`config.mk`:
```
export PLATFORM = sky130hd
export DESIGN_NAME = arilla_bus_arbiter
export DESIGN_NICKNAME = d
export VERILOG_FILES = /design/src/rtl/arilla_bus_arbiter.sv
export SDC_FILE = /design/constraint.sdc
export NUM_CORES = 1
export LEC_CHECK = 0
export ABC_AREA = 1
export CORE_UTILIZATION = 48
export DETAILED_ROUTE_END_ITERATION = 8
export HOLD_SLACK_MARGIN = 0.02
export PLACE_DENSITY = 0.9
export SYNTH_ARGS = -nofsm -noshare
export SYNTH_HDL_FRONTEND = slang
export SYNTH_SLANG_ARGS = --single-unit
```
`constraint.sdc`:
```
create_clock -name clk -period 2.1 [get_ports clk]
set_input_delay 0.42 -clock clk [delete_from_list [all_inputs] [get_ports clk]]
set_output_delay 0.42 -clock clk [all_outputs]
set_load 0.005 [all_outputs]
```
`src/rtl/arilla_bus_arbiter.sv`:
```
// arilla_bus_arbiter: round-robin bus arbiter with transaction hold, beat cap and intercept priority.
// Optional macro ARB_TURNAROUND_EN inserts one idle (gnt=0) cycle between tenures.
module arilla_bus_arbiter #(
    parameter int NUM_MASTERS     = 2,
    parameter int MAX_BEATS       = 16,
    parameter int PRIORITY_MASTER = 1
) (
    input  logic                           clk,
    input  logic                           rst,
    input  logic [NUM_MASTERS-1:0]         i_req,
    input  logic [NUM_MASTERS-1:0]         i_last,
    input  logic                           i_available,
    input  logic                           i_intercept,
    output logic [NUM_MASTERS-1:0]         o_gnt,
    output logic                           o_gnt_valid,
    output logic [$clog2(NUM_MASTERS)-1:0] o_gnt_id,
    output logic [7:0]                     o_beat_cnt
);
    localparam int N  = NUM_MASTERS;
    localparam int IW = $clog2(NUM_MASTERS);

`ifdef ARB_TURNAROUND_EN
    typedef enum logic [1:0] {IDLE, OWNED, TURN} state_t;
`else
    typedef enum logic [1:0] {IDLE, OWNED} state_t;
`endif

    state_t        r_state, w_state;
    logic [N-1:0]  r_gnt, w_gnt, w_cand;
    logic [IW-1:0] r_id, w_id, r_ptr, w_ptr, w_inc, w_pp;
    logic [7:0]    r_beat;
    logic [IW:0]   w_pick;
    logic          w_owned, w_own_req, w_beat, w_done, w_abandon, w_preempt, w_release, w_load;

    // Returns {found, index}: intercept winner first, else first candidate at or above p (wrapping).
    function automatic logic [IW:0] arb(input logic [N-1:0] c, input logic [IW-1:0] p, input logic ic);
        logic [2*N-1:0] d;
        logic [IW:0]    s;
        arb = '0;
        d = {c, c} >> p;
        for (int k = N - 1; k >= 0; k--) begin
            s = {1'b0, p} + (IW+1)'(k);
            if (s >= (IW+1)'(N)) s = s - (IW+1)'(N);
            if (|(d & ((2*N)'(1) << k))) arb = {1'b1, s[IW-1:0]};
        end
        if (ic && c[PRIORITY_MASTER]) arb = {1'b1, IW'(PRIORITY_MASTER)};
    endfunction

    assign w_owned   = r_state == OWNED;
    assign w_own_req = i_req[r_id];
    assign w_beat    = w_owned && w_own_req && i_available;
    assign w_done    = w_beat && i_last[r_id];
    assign w_abandon = w_owned && !w_own_req;
    assign w_preempt = (MAX_BEATS != 0) && w_beat && ({1'b0, r_beat} + 9'd1 == 9'(MAX_BEATS))
                       && |(i_req & ~r_gnt) && !(i_intercept && r_id == IW'(PRIORITY_MASTER));
    assign w_release = w_done || w_abandon || w_preempt;
    assign w_inc     = (r_id == IW'(N - 1)) ? '0 : r_id + IW'(1);
    // The releasing owner sits out the handover decision; it is re-granted only if nobody else wants the bus.
    assign w_cand    = w_owned ? i_req & ~r_gnt : i_req;
    assign w_pp      = w_owned ? w_inc : r_ptr;
    assign w_pick    = arb(w_cand, w_pp, i_intercept);

    always_comb begin
        w_state = r_state;
        w_gnt   = r_gnt;
        w_id    = r_id;
        w_ptr   = r_ptr;
        w_load  = 1'b0;
        if (w_owned) begin
            if (w_release) begin
                w_ptr = w_inc;
`ifdef ARB_TURNAROUND_EN
                w_state = TURN;
                w_gnt   = '0;
                w_id    = '0;
`else
                if (w_pick[IW]) begin
                    w_load          = 1'b1;
                    w_id            = w_pick[IW-1:0];
                    w_gnt           = '0;
                    w_gnt[w_id]     = 1'b1;
                end else if (w_own_req) begin
                    w_load = 1'b1;
                end else begin
                    w_state = IDLE;
                    w_gnt   = '0;
                    w_id    = '0;
                end
`endif
            end
        end else if (w_pick[IW]) begin
            w_state     = OWNED;
            w_load      = 1'b1;
            w_id        = w_pick[IW-1:0];
            w_gnt       = '0;
            w_gnt[w_id] = 1'b1;
        end else begin
            w_state = IDLE;
            w_gnt   = '0;
            w_id    = '0;
        end
    end

    always_ff @(posedge clk) begin
        if (rst) begin
            r_state <= IDLE;
            r_gnt   <= '0;
            r_id    <= '0;
            r_ptr   <= '0;
            r_beat  <= '0;
        end else begin
            r_state <= w_state;
            r_gnt   <= w_gnt;
            r_id    <= w_id;
            r_ptr   <= w_ptr;
            r_beat  <= w_load ? 8'd0 : (w_beat && r_beat != 8'hFF) ? r_beat + 8'd1 : r_beat;
        end
    end

    assert property (@(posedge clk) $onehot0(r_gnt)) else $error("gnt not one-hot: %b", r_gnt);

    assign o_gnt       = r_gnt;
    assign o_gnt_valid = |r_gnt;
    assign o_gnt_id    = r_id;
    assign o_beat_cnt  = r_beat;
endmodule

```
==> results.toml <==
[critical_path]
crit_fanout = 9
regToRegStartpoint = "o_beat_cnt[0]"
critPathTopFamily = "buffers and inverters"
r2r.worst_path.cells = 10
critPathCaptureType = "output port"
worstPathRequired_ns = 1.68
worstPathBufferInverterCount = 2
slowest_delay_ns = 0.50
r2r_slack_ns = 0.26
startpoint_type = "flip-flop"
path_class = "reg2out"
worstPathArrival_ns = 1.44
r2r_end = "o_beat_cnt[2]"
cp_slowest_cell = "dfxtp_1"
path_cells = "inv_2, nand2_1, clkdlybuf4s50_1"

[min_path]
min-delay-start = "r_ptr"
hp-class = "reg2reg"
whs_path_depth = 2
min_to = "r_ptr"

[grt]
overflow = 0
globalRouteTotalUtil_pct = 24.74
grt_pass1_vias = 918
antenna_found_initial = 0
grt_max_degree = 10
grt_pass1_wl_um = 3588

[power]
p_per_area_nw_per_um2 = 480.1
p_leak_nw = 0.4639
ir_drop_mv = 0.2944

[sta]
tns_ns = 0
slew_headroom_pct = 79.38
fin_skew_ns = 0.0005419
finalHoldViolations = 0
period_minus_slack_ns = 1.858
setup_viol = 0
rsz0062_at_grt = "no"
period_share_pct = 88.48
worst_pin_slew_ns = 0.3089
slew_viol_final = 0
maxClockFrequency_ghz = 0.5382
whs_ns = 0.5544

[drt]
num_vias = 907
wirelength_um = 2031
detail_route.iter0.violations = 29
routedWlPerCell_um = 11.41
dr.pass1.iters = 7
via_per_inst = 5.096
ant_nets = 0
drc = 2

[synthesis]
yosys_warnings = 0
synth.avg_cell_area_um2 = 6.110
seq_area_frac_synth_pct = 28.70
synthCells = 137
yosys_register_bits = 12
synthesis.area_um2 = 837.1
ys_types = 19
syn-num-nets = 147

[clocking]
clk_latency_ns = 0.27
htreeDepth = 1
cts_setup_buffers = 0
tritoncts = "yes"
cts_buffers = 3
cts_sinks = 12
cts_buffer_depth = 2
root_buffer = "clkbuf_4"
cts_resized = 0
holdBufCountCts = 0
cts.clk_slew.worst_paths_ns = 0.07

[run_status]
violations = "DRC"
status = "complete, but fails checks"

[die]
die_w_um = 43.76
dieArea_um2 = 1915
pin_count = 20
die_h_um = 43.76
initial_core_util_pct = 53.69
fp.coreArea_um2 = 1559
fp-row-count = 14

[final_layout]
drive_gt1_share_pct = 11.11
antennaDiodeCount = 0
mostFrequentLayoutCell = "nand2_1"
area_growth_pct = 30.49
utilization_pct = 70.06
layout_common_cells = "40 x nand2_1, 26 x nor2_1, 21 x inv_1"
final_nets = 174

[placement]
routabilityCongestion = 0.8982
post-dp-hpwl_um = 1601
portBuffers = 19

[flow_run]
max_cap_violations = 0
[stage by stage]
| step | setup WS (ns) | instance area (um2) | cells | total power, mW |
|---|---|---|---|---|
| after floorplan | 0.4624 | 837.1 | 137 | 0.3334 |
| after global placement | 0.09869 | 1070 | 175 | 0.3876 |
| after detailed placement | 0.05063 | 1070 | 175 | 0.3917 |
| after CTS | 0.2370 | 1092 | 178 | 0.5269 |
| after global routing | 0.1155 | 1092 | 178 | 0.5515 |
| final | 0.2419 | 1092 | 178 | 0.5244 |
[synth_stat cells]
master	n	area, um2
nand3_4	1	17.52
xnor2_1	2	17.52
ha_1	2	25.02
nand3_1	4	20.02
nor2_1	26	97.59
buf_4	1	7.510
nand3_2	2	20.02
inv_2	2	7.510
inv_1	21	78.83
nand2_1	40	150.1
o21bai_1	1	7.510
nor2_4	2	22.52
a21oi_1	3	15.01
dfxtp_1	12	240.2
nand2_2	3	18.77
o21bai_4	1	18.77
nor3_1	1	5.000
o21ai_0	12	60.06
a21boi_0	1	7.510
[registers in the layout, summed over array words and instances, names as in the netlist]
signal      count
o_beat_cnt      8
o_gnt           2
r_ptr           1
r_state         1
[cells by family (layout without fill, tap and decap cells)]
kind of cell             after synthesis  after routing  share of synthesized area (%)
AND/OR/NAND/NOR                       79             79                          42.00
XOR/XNOR                               2              2                          2.093
AO/OA/AOI/OAI                         18             18                          13.01
flip-flops                            12             12                          28.70
buffers and inverters                 24             49                          11.21
adder cells (fa/ha/maj)                2              2                          2.989
[power breakdown]
group	leakage (nW)	total (mW)	internal (mW)	switching, mW
clock network	0.0138	0.137	0.0664	0.0707
logic	0.352	0.138	0.0661	0.0719
registers	0.0978	0.249	0.238	0.0113
total	0.464	0.524	0.370	0.154
[per-layer routing]
metal | track usage [%] | routed length [um] | vias up
li1 | - | - | 469
met1 | 29.19 | 893 | 402
met2 | 43.88 | 987 | 31
met3 | 2.917 | 116 | 5
met4 | 11.88 | 33 | 0
met5 | 0 | 0 | -
[layout make-up]
| class | count | area, um2 |
|---|---|---|
| Clock buffer | 3 | 22.52 |
| Fill cell | 132 | 466.7 |
| Inverter | 23 | 86.33 |
| Multi-Input combinational cell | 101 | 503.0 |
| Sequential cell | 12 | 240.2 |
| Tap cell | 16 | 20.02 |
| Timing Repair Buffer | 23 | 220.2 |
[tightest hold or removal path, delay by kind of cell (launching register included)]
kind           cells  cell delay, ns
AO/OA/AOI/OAI      2            0.20
flip-flops         1            0.32
[worst max-delay path by stage]
stage / depth (start not counted) / to / from
after global routing: 10 / o_beat_cnt[2] / o_beat_cnt[0]
after detailed placement: 12 / o_beat_cnt[2] / i_req[0]
final: 3 / o_gnt_valid / o_gnt[1]
after CTS: 3 / o_gnt_valid / o_gnt[1]
after global placement: 10 / o_beat_cnt[2] / i_req[1]
after floorplan: 10 / o_beat_cnt[0] / o_beat_cnt[0]
Note: power is estimated with default switching activity, not from simulation.
